==> src/rtl/simplerisc_pkg.sv <==
// Shared SimpleRisc encoding constants: opcodes, modifiers,
// field positions, the NOP word and the loader FSM state type.
package simplerisc_pkg;

    localparam logic [4:0] OP_ADD  = 5'd0;
    localparam logic [4:0] OP_SUB  = 5'd1;
    localparam logic [4:0] OP_MUL  = 5'd2;
    localparam logic [4:0] OP_DIV  = 5'd3;
    localparam logic [4:0] OP_MOD  = 5'd4;
    localparam logic [4:0] OP_CMP  = 5'd5;
    localparam logic [4:0] OP_AND  = 5'd6;
    localparam logic [4:0] OP_OR   = 5'd7;
    localparam logic [4:0] OP_NOT  = 5'd8;
    localparam logic [4:0] OP_MOV  = 5'd9;
    localparam logic [4:0] OP_LSL  = 5'd10;
    localparam logic [4:0] OP_LSR  = 5'd11;
    localparam logic [4:0] OP_ASR  = 5'd12;
    localparam logic [4:0] OP_NOP  = 5'd13;
    localparam logic [4:0] OP_LD   = 5'd14;
    localparam logic [4:0] OP_ST   = 5'd15;
    localparam logic [4:0] OP_BEQ  = 5'd16;
    localparam logic [4:0] OP_BGT  = 5'd17;
    localparam logic [4:0] OP_B    = 5'd18;
    localparam logic [4:0] OP_CALL = 5'd19;
    localparam logic [4:0] OP_RET  = 5'd20;

    localparam logic [1:0] MOD_DEF = 2'b00;
    localparam logic [1:0] MOD_U   = 2'b01;
    localparam logic [1:0] MOD_H   = 2'b10;

    localparam int OPC_LSB = 27;
    localparam int I_BIT   = 26;
    localparam int RD_LSB  = 22;
    localparam int RS1_LSB = 18;
    localparam int RS2_LSB = 14;
    localparam int MOD_LSB = 16;

    localparam logic [31:0] NOP_WORD = 32'h6800_0000;

    typedef enum logic [1:0] {
        S_IDLE,
        S_LOAD,
        S_DRAIN,
        S_DONE
    } state_t;

endpackage

==> src/rtl/instr_encoder_if.sv <==
// Field-level instruction handshake between a program source
// (master) and the encoder (slave).
interface instr_encoder_if;

    logic        in_valid;
    logic        in_ready;
    logic [4:0]  in_opcode;
    logic        in_i;
    logic [1:0]  in_mod;
    logic [3:0]  in_rd;
    logic [3:0]  in_rs1;
    logic [3:0]  in_rs2;
    logic [31:0] in_imm;
    logic        in_last;

    modport master (
        output in_valid, in_opcode, in_i, in_mod,
        output in_rd, in_rs1, in_rs2, in_imm, in_last,
        input  in_ready
    );

    modport slave (
        input  in_valid, in_opcode, in_i, in_mod,
        input  in_rd, in_rs1, in_rs2, in_imm, in_last,
        output in_ready
    );

endinterface

==> src/rtl/instr_encoder_fifo.sv <==
// enc_fifo: synchronous DEPTH x W word buffer; head reads as zero
// when empty so the memory data bus idles at 0.
module enc_fifo #(
    parameter int DEPTH = 4,
    parameter int W     = 32
) (
    input  logic         clk,
    input  logic         rst,
    input  logic         i_push,
    input  logic [W-1:0] i_wdata,
    input  logic         i_pop,
    output logic [W-1:0] o_rdata,
    output logic         o_empty,
    output logic         o_full
);

    localparam int PW = $clog2(DEPTH);

    logic [W-1:0]  r_mem [DEPTH];
    logic [PW-1:0] r_wp;
    logic [PW-1:0] r_rp;
    logic [PW:0]   r_cnt;
    logic          w_do_push;
    logic          w_do_pop;

    assign o_empty   = (r_cnt == '0);
    assign o_full    = (r_cnt == (PW+1)'(DEPTH));
    assign w_do_push = i_push && !o_full;
    assign w_do_pop  = i_pop && !o_empty;
    assign o_rdata   = o_empty ? '0 : r_mem[r_rp];

    always_ff @(posedge clk) begin
        if (w_do_push) begin
            r_mem[r_wp] <= i_wdata;
        end
    end

    always_ff @(posedge clk) begin
        if (rst) begin
            r_wp  <= '0;
            r_rp  <= '0;
            r_cnt <= '0;
        end else begin
            if (w_do_push) begin
                r_wp <= r_wp + PW'(1);
            end
            if (w_do_pop) begin
                r_rp <= r_rp + PW'(1);
            end
            if (w_do_push && !w_do_pop) begin
                r_cnt <= r_cnt + (PW+1)'(1);
            end else if (w_do_pop && !w_do_push) begin
                r_cnt <= r_cnt - (PW+1)'(1);
            end
        end
    end

endmodule

==> src/rtl/instr_encoder.sv <==
// SimpleRisc instruction encoder and sequential program loader.
// Define IMM_RANGE_CHECK_EN to flag out-of-range immediates as errors.
module instr_encoder #(
    parameter int AW         = 10,
    parameter int FIFO_DEPTH = 4
) (
    input  logic          clk,
    input  logic          rst,
    input  logic          start,
    input  logic [AW-1:0] base_addr,
    instr_encoder_if.slave in_if,
    output logic          mem_we,
    input  logic          mem_ready,
    output logic [AW-1:0] mem_addr,
    output logic [31:0]   mem_wdata,
    output logic          busy,
    output logic          done,
    output logic [AW:0]   instr_count,
    output logic          err,
    output logic [7:0]    err_count
);

    import simplerisc_pkg::*;

    state_t        r_state;
    logic          r_busy;
    logic          r_done;
    logic          r_err;
    logic [7:0]    r_err_cnt;
    logic [AW-1:0] r_addr;
    logic [AW:0]   r_cnt;

    logic [4:0]    w_op;
    logic          w_is_alu;
    logic          w_is_ldst;
    logic          w_is_br;
    logic          w_is_bare;
    logic [31:0]   w_word;
    logic          w_illegal;
    logic          w_range_err;
    logic          w_in_ready;
    logic          w_push;
    logic          w_pop;
    logic          w_empty;
    logic          w_full;
    logic [31:0]   w_head;
    logic          w_unused;

    assign w_op      = in_if.in_opcode;
    assign w_is_alu  = (w_op <= OP_ASR) && (w_op != OP_NOP);
    assign w_is_ldst = (w_op == OP_LD) || (w_op == OP_ST);
    assign w_is_br   = (w_op >= OP_BEQ) && (w_op <= OP_CALL);
    assign w_is_bare = (w_op == OP_NOP) || (w_op == OP_RET);
    assign w_unused  = ^in_if.in_imm[31:27];

    always_comb begin
        w_word    = '0;
        w_illegal = 1'b0;
        w_word[OPC_LSB +: 5] = w_op;
        unique case (1'b1)
            w_is_alu: begin
                w_word[I_BIT] = in_if.in_i;
                if (w_op != OP_CMP) begin
                    w_word[RD_LSB +: 4] = in_if.in_rd;
                end
                if (w_op != OP_NOT && w_op != OP_MOV) begin
                    w_word[RS1_LSB +: 4] = in_if.in_rs1;
                end
                if (in_if.in_i) begin
                    w_word[MOD_LSB +: 2] = in_if.in_mod;
                    w_word[15:0] = in_if.in_imm[15:0];
                end else begin
                    w_word[RS2_LSB +: 4] = in_if.in_rs2;
                end
            end
            w_is_ldst: begin
                w_word[I_BIT] = 1'b1;
                w_word[RD_LSB +: 4] = in_if.in_rd;
                w_word[RS1_LSB +: 4] = in_if.in_rs1;
                w_word[MOD_LSB +: 2] = in_if.in_mod;
                w_word[15:0] = in_if.in_imm[15:0];
            end
            w_is_br: begin
                w_word[26:0] = in_if.in_imm[26:0];
            end
            w_is_bare: begin
                w_word[OPC_LSB +: 5] = w_op;
            end
            default: begin
                w_word    = NOP_WORD;
                w_illegal = 1'b1;
            end
        endcase
    end

`ifdef IMM_RANGE_CHECK_EN
    // Immediate must survive truncation to the field it lands in.
    always_comb begin
        w_range_err = 1'b0;
        if ((w_is_alu && in_if.in_i) || w_is_ldst) begin
            case (in_if.in_mod)
                MOD_DEF: w_range_err =
                    !((&in_if.in_imm[31:15]) || !(|in_if.in_imm[31:15]));
                MOD_U:   w_range_err = |in_if.in_imm[31:16];
                MOD_H:   w_range_err = |in_if.in_imm[15:0];
                default: w_range_err = 1'b0;
            endcase
        end else if (w_is_br) begin
            w_range_err =
                !((&in_if.in_imm[31:26]) || !(|in_if.in_imm[31:26]));
        end
    end
`else
    assign w_range_err = 1'b0;
`endif

    assign w_in_ready     = (r_state == S_LOAD) && !w_full;
    assign in_if.in_ready = w_in_ready;
    assign w_push         = w_in_ready && in_if.in_valid;
    assign w_pop          = !w_empty && mem_ready;

    enc_fifo #(
        .DEPTH (FIFO_DEPTH),
        .W     (32)
    ) u_fifo (
        .clk     (clk),
        .rst     (rst),
        .i_push  (w_push),
        .i_wdata (w_word),
        .i_pop   (w_pop),
        .o_rdata (w_head),
        .o_empty (w_empty),
        .o_full  (w_full)
    );

    always_ff @(posedge clk) begin
        if (rst) begin
            r_state <= S_IDLE;
            r_busy  <= 1'b0;
            r_done  <= 1'b0;
        end else begin
            unique case (r_state)
                S_IDLE: begin
                    if (start) begin
                        r_state <= S_LOAD;
                        r_busy  <= 1'b1;
                    end
                end
                S_LOAD: begin
                    if (w_push && in_if.in_last) begin
                        r_state <= S_DRAIN;
                    end
                end
                S_DRAIN: begin
                    if (w_empty) begin
                        r_state <= S_DONE;
                        r_done  <= 1'b1;
                    end
                end
                S_DONE: begin
                    r_state <= S_IDLE;
                    r_done  <= 1'b0;
                    r_busy  <= 1'b0;
                end
                default: begin
                    r_state <= S_IDLE;
                end
            endcase
        end
    end

    always_ff @(posedge clk) begin
        if (rst) begin
            r_addr    <= '0;
            r_cnt     <= '0;
            r_err     <= 1'b0;
            r_err_cnt <= '0;
        end else if (r_state == S_IDLE && start) begin
            r_addr    <= base_addr;
            r_cnt     <= '0;
            r_err     <= 1'b0;
            r_err_cnt <= '0;
        end else begin
            if (w_pop) begin
                r_addr <= r_addr + AW'(1);
                r_cnt  <= r_cnt + (AW+1)'(1);
            end
            if (w_push && (w_illegal || w_range_err)) begin
                r_err <= 1'b1;
                if (r_err_cnt != 8'hFF) begin
                    r_err_cnt <= r_err_cnt + 8'd1;
                end
            end
        end
    end

    assign mem_we      = !w_empty;
    assign mem_wdata   = w_head;
    assign mem_addr    = r_addr;
    assign busy        = r_busy;
    assign done        = r_done;
    assign instr_count = r_cnt;
    assign err         = r_err;
    assign err_count   = r_err_cnt;

endmodule

==> src/flat_wrapper.sv <==
// flat-port wrapper written by rule: the top's interface ports become plain ports
module instr_encoder_flat import simplerisc_pkg::*;
#(
    parameter int AW         = 10,
    parameter int FIFO_DEPTH = 4
)
  (clk, rst, start, base_addr, mem_we, mem_ready, mem_addr, mem_wdata, busy, done, instr_count, err, err_count, in_if_in_valid, in_if_in_opcode, in_if_in_i, in_if_in_mod, in_if_in_rd, in_if_in_rs1, in_if_in_rs2, in_if_in_imm, in_if_in_last, in_if_in_ready);
  instr_encoder_if in_if_i ();
  input  logic clk;
  input  logic rst;
  input  logic start;
  input  logic [AW-1:0] base_addr;
  output logic mem_we;
  input  logic mem_ready;
  output logic [AW-1:0] mem_addr;
  output logic [31:0] mem_wdata;
  output logic busy;
  output logic done;
  output logic [AW:0] instr_count;
  output logic err;
  output logic [7:0] err_count;
  input wire logic [$bits(in_if_i.in_valid)-1:0] in_if_in_valid;
  input wire logic [$bits(in_if_i.in_opcode)-1:0] in_if_in_opcode;
  input wire logic [$bits(in_if_i.in_i)-1:0] in_if_in_i;
  input wire logic [$bits(in_if_i.in_mod)-1:0] in_if_in_mod;
  input wire logic [$bits(in_if_i.in_rd)-1:0] in_if_in_rd;
  input wire logic [$bits(in_if_i.in_rs1)-1:0] in_if_in_rs1;
  input wire logic [$bits(in_if_i.in_rs2)-1:0] in_if_in_rs2;
  input wire logic [$bits(in_if_i.in_imm)-1:0] in_if_in_imm;
  input wire logic [$bits(in_if_i.in_last)-1:0] in_if_in_last;
  output wire logic [$bits(in_if_i.in_ready)-1:0] in_if_in_ready;
  assign in_if_i.in_valid = in_if_in_valid;
  assign in_if_i.in_opcode = in_if_in_opcode;
  assign in_if_i.in_i = in_if_in_i;
  assign in_if_i.in_mod = in_if_in_mod;
  assign in_if_i.in_rd = in_if_in_rd;
  assign in_if_i.in_rs1 = in_if_in_rs1;
  assign in_if_i.in_rs2 = in_if_in_rs2;
  assign in_if_i.in_imm = in_if_in_imm;
  assign in_if_i.in_last = in_if_in_last;
  assign in_if_in_ready = in_if_i.in_ready;
  instr_encoder #(.AW(AW), .FIFO_DEPTH(FIFO_DEPTH)) u_core (.clk(clk), .rst(rst), .start(start), .base_addr(base_addr), .in_if(in_if_i), .mem_we(mem_we), .mem_ready(mem_ready), .mem_addr(mem_addr), .mem_wdata(mem_wdata), .busy(busy), .done(done), .instr_count(instr_count), .err(err), .err_count(err_count));
endmodule
==> config.mk <==
export PLATFORM = sky130hd
export DESIGN_NAME = instr_encoder_flat
export DESIGN_NICKNAME = d
export VERILOG_FILES = /design/src/rtl/simplerisc_pkg.sv /design/src/rtl/instr_encoder_if.sv /design/src/rtl/instr_encoder_fifo.sv /design/src/rtl/instr_encoder.sv /design/src/flat_wrapper.sv
export SDC_FILE = /design/constraint.sdc
export NUM_CORES = 1
export LEC_CHECK = 0
export BUFFER_PORTS_ARGS = -buffer_cell sky130_fd_sc_hd__buf_2
export CORE_MARGIN = 2
export CORE_UTILIZATION = 50
export CTS_CLUSTER_DIAMETER = 120
export DETAILED_ROUTE_END_ITERATION = 7
export GPL_TIMING_DRIVEN = 0
export PLACE_DENSITY = 0.76
export SLEW_MARGIN = 5
export SYNTH_ARGS = -nofsm -noshare
export SYNTH_HDL_FRONTEND = slang
export SYNTH_SLANG_ARGS = --single-unit
==> constraint.sdc <==
create_clock -name clk -period 2.3 [get_ports clk]
set_clock_uncertainty 0.05 [all_clocks]
set_input_delay 0.115 -clock clk [delete_from_list [all_inputs] [get_ports clk]]
set_output_delay 0.115 -clock clk [all_outputs]
set_load 0.02 [all_outputs]
Yosys cells after proc, flatten, opt, wreduce, memory -nomap -nowiden
Memories as Yosys holds them, arrays and structs flattened. A register that Yosys moved wholly into a read port is not among the register bits.
Index checks and enable logic that the tools add are counted.
- bits in writable memories: 128
- memories: 1
- memory bits (read-only): 0
- output and inout port bits: 66
- bits in latches: 0
- word-level logic and storage cells: 92
- bits in registers: 41
- memories (name ; words ; bits a word ; read ports ; clocked after Yosys merged registers in ; wr ports ; line ; text):
    u_core.u_fifo.r_mem ; 4 ; 32 ; 1 ; 1 ; 1 ; instr_encoder_fifo.sv:19 ; logic [W-1:0] r_mem [DEPTH];
- equality and inequality tests: 16
- multipliers: 0
- shift-type cells: 0
- bitwise logic cells: 0
- add/sub/neg operators: 7
- div/mod/pow operators: 0
- muxes and demuxes: 24
- magnitude comparators: 3
- reduce and logical (&&, ||, !) cells: 31
- operators with widths (cell ; number):
    $pmux 27 s3 ; 1
    $mux 32 ; 1
    $mux 10 ; 2
    $eq 5x4->1 const B ; 3
    $ne 5x4->1 const B ; 3
    $mux 14 ; 1
    $logic_and 1x1->1 ; 13
    $mux 4 ; 3
    $add 11x1->11 const B ; 1
    $add 10x1->10 const B ; 1
    $mux 2 ; 5
    $add 8x1->8 const B ; 1
    $ne 8x8->1 const B ; 1
    $pmux 2 s4 ; 1
    $reduce_bool 2->1 ; 4
    $mux 3 ; 2
    $ne 2x2->1 const B ; 3
    $reduce_and 2->1 ; 3
    $eq 5x5->1 const B ; 1
    $ge 5x5->1 const B ; 1
    $le 5x4->1 const B ; 1
    $le 5x5->1 const B ; 1
    $mux 1 ; 5
    $mux 5 ; 1
    other kinds (15) ; 22

Depth between registers and ports, before layout
- depth in word-level cells: 9
- gate-level depth with buffers: 11
- gate-level depth less buffers: 10

Cells and area by module
Synthesis repeated with hierarchy kept, for this count alone.
- cell total of the unflattened synthesis: 514
- area, all modules: 7402.1 µm²
- by module, submodules not included (module ; cells each ; area an instance (µm²) ; times used):
    enc_fifo ; 251 ; 5302.6 ; 1
    instr_encoder ; 263 ; 2099.5 ; 1

Worst setup path before layout
Ideal clock, no wire load.
- path kind: register -> register
- start point: register u_core.r_state[1]
- end point: register u_core.u_fifo.r_cnt[2]
- stages on the path, launching flop included: 12
- setup slack: -0.091 ns
- arrival time: 2.270 ns
- data required time: 2.179 ns
- buffers on the path: 1
- library setup time: 0.071 ns
- cells stage by stage: dfxtp_1 inv_1 ha_1 and2_0 and2_1 clkbuf_1 ha_1 inv_1 fa_1 xor2_1 or3_1 a21oi_1
- cells in the longest elaborated chain, start to end: 7
- elaborated cells between the ends (all ways): 9
- RTL lines (element ; line ; text):
    from (decl) ; instr_encoder.sv:25 ; state_t r_state;
    from (signal assigned) ; instr_encoder.sv:138 ; r_state <= S_IDLE;
    from (signal assigned) ; instr_encoder.sv:145 ; r_state <= S_LOAD;
    from (signal assigned) ; instr_encoder.sv:151 ; r_state <= S_DRAIN;
    $eq 2x1->1 (*) ; instr_encoder.sv:117 ; assign w_in_ready = (r_state == S_LOAD) && !w_full;
    $logic_and 1x1->1 (*) ; instr_encoder.sv:117 ;
    $logic_and 1x1->1 (*) ; instr_encoder.sv:119 ; assign w_push = w_in_ready && in_if.in_valid;
    $logic_and 1x1->1 (*) ; instr_encoder_fifo.sv:28 ; assign w_do_push = i_push && !o_full;
    net u_core.u_fifo.w_do_push ; instr_encoder_fifo.sv:23 ; logic w_do_push;
    $logic_not 1->1 ; instr_encoder_fifo.sv:52 ; end else if (w_do_pop && !w_do_push) begin
    $logic_and 1x1->1 ; instr_encoder_fifo.sv:52 ;
    $reduce_bool 2->1 (no source line) ; - ;
    to (signal assigned) ; instr_encoder_fifo.sv:51 ; r_cnt <= r_cnt + (PW+1)'(1);
    to (signal assigned) ; instr_encoder_fifo.sv:53 ; r_cnt <= r_cnt - (PW+1)'(1);
    to (decl) ; instr_encoder_fifo.sv:22 ; logic [PW:0] r_cnt;
The timed path passes the listed nets; every way through them passes the cells marked *.
A chain may end at the register's enable or synchronous reset.

Final worst setup path
- start point: register u_core.u_fifo.r_cnt[0]
- end point: register u_core.u_fifo.r_cnt[2]
- cells in the longest elaborated chain, start to end: 8
- elaborated cells between the ends (all ways): 18
- RTL lines (element ; line ; text):
    $eq 3x3->1 ; instr_encoder_fifo.sv:27 ; assign o_full = (r_cnt == (PW+1)'(DEPTH));
    $logic_not 1->1 ; instr_encoder_fifo.sv:28, instr_encoder.sv:117 ;
    $logic_and 1x1->1 ; instr_encoder.sv:117 ;
    $logic_and 1x1->1 ; instr_encoder.sv:119 ;
    $logic_and 1x1->1 ; instr_encoder_fifo.sv:28 ;
    $logic_not 1->1 ; instr_encoder_fifo.sv:52 ;
    $logic_and 1x1->1 ; instr_encoder_fifo.sv:52 ;
    $reduce_bool 2->1 (no source line) ; - ;
Parallel ways exist; a longest one is shown, timed or not. The select of a mux whose other input is x is not followed.

==> summary.md <==
| Metric | Value |
|---|---|
| Crit-path max FO | `6` |
| Worst path bufs/invs | `4` |
| EDFF count, synth | `128` |
| Largest net degree at the start of global routing | `33` |
| Worst r2r path cells | `10` |
| Core box area | `between 10000 and 15000 um2` |
| Site Rows | `44` |
| Diode count | `0` |
| Die area | `15800 um2` |
| Slew Limit Fails | `0` |
| Root Buffer | `clkbuf_16` |
| CTS H-tree lvls | `4` |
| Worst path arrival time | `2.61 ns` |
| Skew-Pair Late Insertion Delay | `0.42 ns` |
| Placed instance count | `823` |
| Max clock buf depth | `2` |
| Die W | `126 um` |
| Hpwl dp | `10.5 mm` |
| DR vias | `4894` |
| CP startpoint | `u_core.u_fifo.r_cnt[0]$_SDFFE_PP0P_` |
| Crit path capture | `u_core.u_fifo.r_cnt[2]$_SDFFE_PP0P_` |
| Grt ovf | `0` |
| Routability cong. | `0.728` |
| Mapped Cells | `510` |
| DRC | `0` |
| Share of layout cells above drive strength 1 | `0.348` |
| Reg-to-reg slack, setup | `-0.01 ns` |
| R2r startpoint | `u_core.u_fifo.r_cnt[0]$_SDFFE_PP0P_` |
| Reg power frac | `0.386` |
| Final core occ | `0.635` |
| Leakage | `3.46 nW` |
| Number of DRC markers in iteration 0 | `402` |
| Vias/cell | `5.58` |
| CP Depth | `10` |
| Hold crit path type | `in -> reg` |
| Unique masters post-synth | `55` |
| Cells along the critical path | `buf_6 > o31a_1 > buf_6 > clkinv_4 > ha_4 > inv_2 > fa_2 > xor2_2 > or3_4 > a21oi_2` |
| First-pass GRT wire length | `24.8 mm` |
| Slew HR | `0.417` |
| Nets@finish | `762` |
| Wire length per cell | `between 15 and 20 um` |
| Crit path time final | `2.31 ns` |
| Max incr delay on CP | `roughly 0.40 ns` |
| Pre-CTS WS | `-0.248 ns` |
| Crit path launch type | `register` |
| VDD IR max | `0.569 mV` |
| Syn_nets | `591` |
| Gate power share | `0.330` |
| Sw frac | `0.316` |
| Synthesized area | `7400 um2` |
| Worst slew pin tran | `0.863 ns` |
| CP max-delay cell | `fa_2` |
| Reg-to-reg endpoint | `u_core.u_fifo.r_cnt[2]$_SDFFE_PP0P_` |
| Capturing element type of the critical path | `register` |
| Worst Path Required | `2.60 ns` |
| Routed WL | `15.8 mm` |
| CTS tree | `yes` |
| Clk pwr share | `0.284` |
| Die height | `126 um` |
| Vias in the first global route | `around 5k` |
| Int Pwr | `just under 7 mW` |
| CTS buffer count | `17` |
| Max cap viols | `0` |
| Synth-to-Final Area Change | `24.3%` |
| Outcome | `complete, but fails checks` |
| # IOs | `134` |
| Drt pass-1 iters | `6` |
| Post-route setup slack | `-0.0127 ns` |
| Final Setup Violations | `1` |
| Flops & latches, synth | `between 150 and 200` |
| Sequential element share of the synthesized area | `0.636` |
| Non-filler instance count after layout | `877` |
| Unrepaired setup endpoints after global routing | `yes` |
| Cell repeated most along the worst path | `buf_6` |
| Count of clock tree sinks | `171` |
| Failing checks | `negative setup slack` |
| FFs w/ async S/R, synth | `0` |
| Most used flip-flop cell after synthesis | `edfxtp_1` |
| Placement Cell Area | `8310 um2` |
| Period utilization | `1.01` |
| Pwr/cell area | `1070 nW/um2` |
| Buffers on Ports | `approximately 130` |
| Synthesized area per cell | `14.5 um2` |
| Psw | `between 3 and 4 mW` |
| GRT Util Overall | `0.203` |
| CP Class | `reg -> reg` |
| CTS clk-pin slew, worst paths | `about 0.060 ns` |
| Design area | `between 9000 and 10000 um2` |
| Starting Density | `0.511` |
| Syn. warnings | `0` |
| Remaining antenna violation count | `0` |
| Largest delay contributor family on the critical path | `adder cells` |
| Highest Clock Rate | `432 MHz` |
| Final Hold Vio Count | `0` |
| Initial antenna violation count | `0` |
## power groups by stage
stage          sequential, mW  combinational (mW)  clock, mW
3_3_place_gp             3.82                2.92          0
3_5_place_dp             3.83                3.02          0
4_1_cts                  3.78                3.07       2.85
6_report                 3.80                3.25       2.79
2_1_floorplan            3.88                2.01          0
5_1_grt                  3.83                3.51       2.98
## layer usage
layer	vias to the layer above	wire length, um	GRT usage
li1	2284	-	-
met1	2440	6530	0.251
met2	157	8280	0.354
met3	13	791	0.0501
met4	0	185	0.0641
met5	-	0	0
## cells in the mapped netlist (all sizes together), types with 12 or more instances
cell type	number	share of area
a21oi	15	0.011
and2	40	0.034
buf	12	0.010
clkbuf	16	0.0081
dfxtp	43	0.12
edfxtp	128	0.52
ha	12	0.020
inv	12	0.0061
mux4	32	0.097
nand2	20	0.010
nor2	32	0.016
nor2b	14	0.012
xor2	15	0.018
## worst register-to-register path, cell delays in order (launching register included)
cell      delay, ns
dfxtp_2        0.33
buf_6          0.13
o31a_1         0.30
buf_6          0.12
clkinv_4       0.04
ha_4           0.12
inv_2          0.04
fa_2           0.40
xor2_2         0.20
or3_4          0.39
a21oi_2        0.12
## what timing repair did
action / in CTS / in global routing
pin swaps: 0 / 8
setup buffers: 0 / 13
endpoints found under the hold margin: 15 / 0
resized for setup: 14 / 23
setup endpoints to repair: 32 / 25
hold buffers: 13 / 0
## registers in the layout, summed over array words and instances (netlist names), named ones only
register	flops
u_core.busy	1
u_core.done	1
u_core.err	1
u_core.err_count	8
u_core.instr_count	11
u_core.mem_addr	10
u_core.r_state	2
u_core.u_fifo.r_cnt	3
u_core.u_fifo.r_mem	128
u_core.u_fifo.r_rp	2
u_core.u_fifo.r_wp	2
## cell families (layout without fill, tap and decap cells)
logic type | count (synthesis) | in the layout | synth area share
flip-flops | 171 | 171 | 0.636
AND/OR/NAND/NOR | 159 | 159 | 0.118
AO/OA/AOI/OAI | 69 | 69 | 0.0695
buffers and inverters | 40 | 223 | 0.0245
multiplexers | 36 | 36 | 0.103
XOR/XNOR | 22 | 22 | 0.0261
adder cells (fa/ha/maj) | 13 | 13 | 0.0230
## layout by cell type (no fill, tap or decap), types with 4 or more instances in the layout
cell	n
edfxtp_1	128
xnor2_1	7
a211oi_1	8
inv_1	9
buf_6	5
or3_1	4
nand2b_1	7
a22o_1	10
buf_2	131
o31ai_1	4
ha_1	10
and2_1	38
buf_4	15
dlygate4sd3_1	13
nand2_1	20
xor2_1	14
clkbuf_2	5
clkbuf_16	17
clkbuf_1	9
mux4_2	32
mux2i_1	4
nand4_1	10
o21ai_0	8
clkinv_4	4
nor2_1	32
nor2b_1	14
and3_2	4
dfxtp_1	39
nand3_1	10
clkinv_1	5
a21oi_1	13
dfxtp_2	4
## area by class of cell
type / count / area [um2]
plain buffers: 25 / 150
clock buffers: 17 / 425
clock inverters: 14 / 155
fillers: 1063 / 5290
inverters: 12 / 50.0
multi-input cells: 299 / 2570
flip-flops and latches: 171 / 4710
well taps: 184 / 230
repair buffers: 155 / 903
## how the worst min path moves through the flow
stage | startpoint | to | slack (ns) | depth (start not counted)
after floorplan | rst | u_core.r_state[0]$_SDFFE_PP0P_ | 0.22 | 2
after global placement | base_addr[8] | u_core.mem_addr[8]$_SDFFE_PP0P_ | 0.35 | 3
after detailed placement | base_addr[8] | u_core.mem_addr[8]$_SDFFE_PP0P_ | 0.36 | 3
after CTS | in_if_in_mod[0] | u_core.u_fifo.r_mem[0][16]$_DFFE_PP_ | 0.003 | 2
after global routing | in_if_in_rd[1] | u_core.u_fifo.r_mem[3][23]$_DFFE_PP_ | 0.009 | 2
final | in_if_in_mod[0] | u_core.u_fifo.r_mem[3][16]$_DFFE_PP_ | 0.02 | 2
## per-stage QoR
stage	TNS (ns)	hold slack (ns)	total power [mW]
2_1_floorplan	0	0.220	5.89
3_3_place_gp	-45.18	0.350	6.74
3_5_place_dp	-0.315	0.356	6.85
4_1_cts	-0.0568	0.00257	9.71
5_1_grt	-0.0843	0.00937	10.3
6_report	-0.0127	0.0243	9.83
No activity file was read; power rests on OpenSTA's default activity.
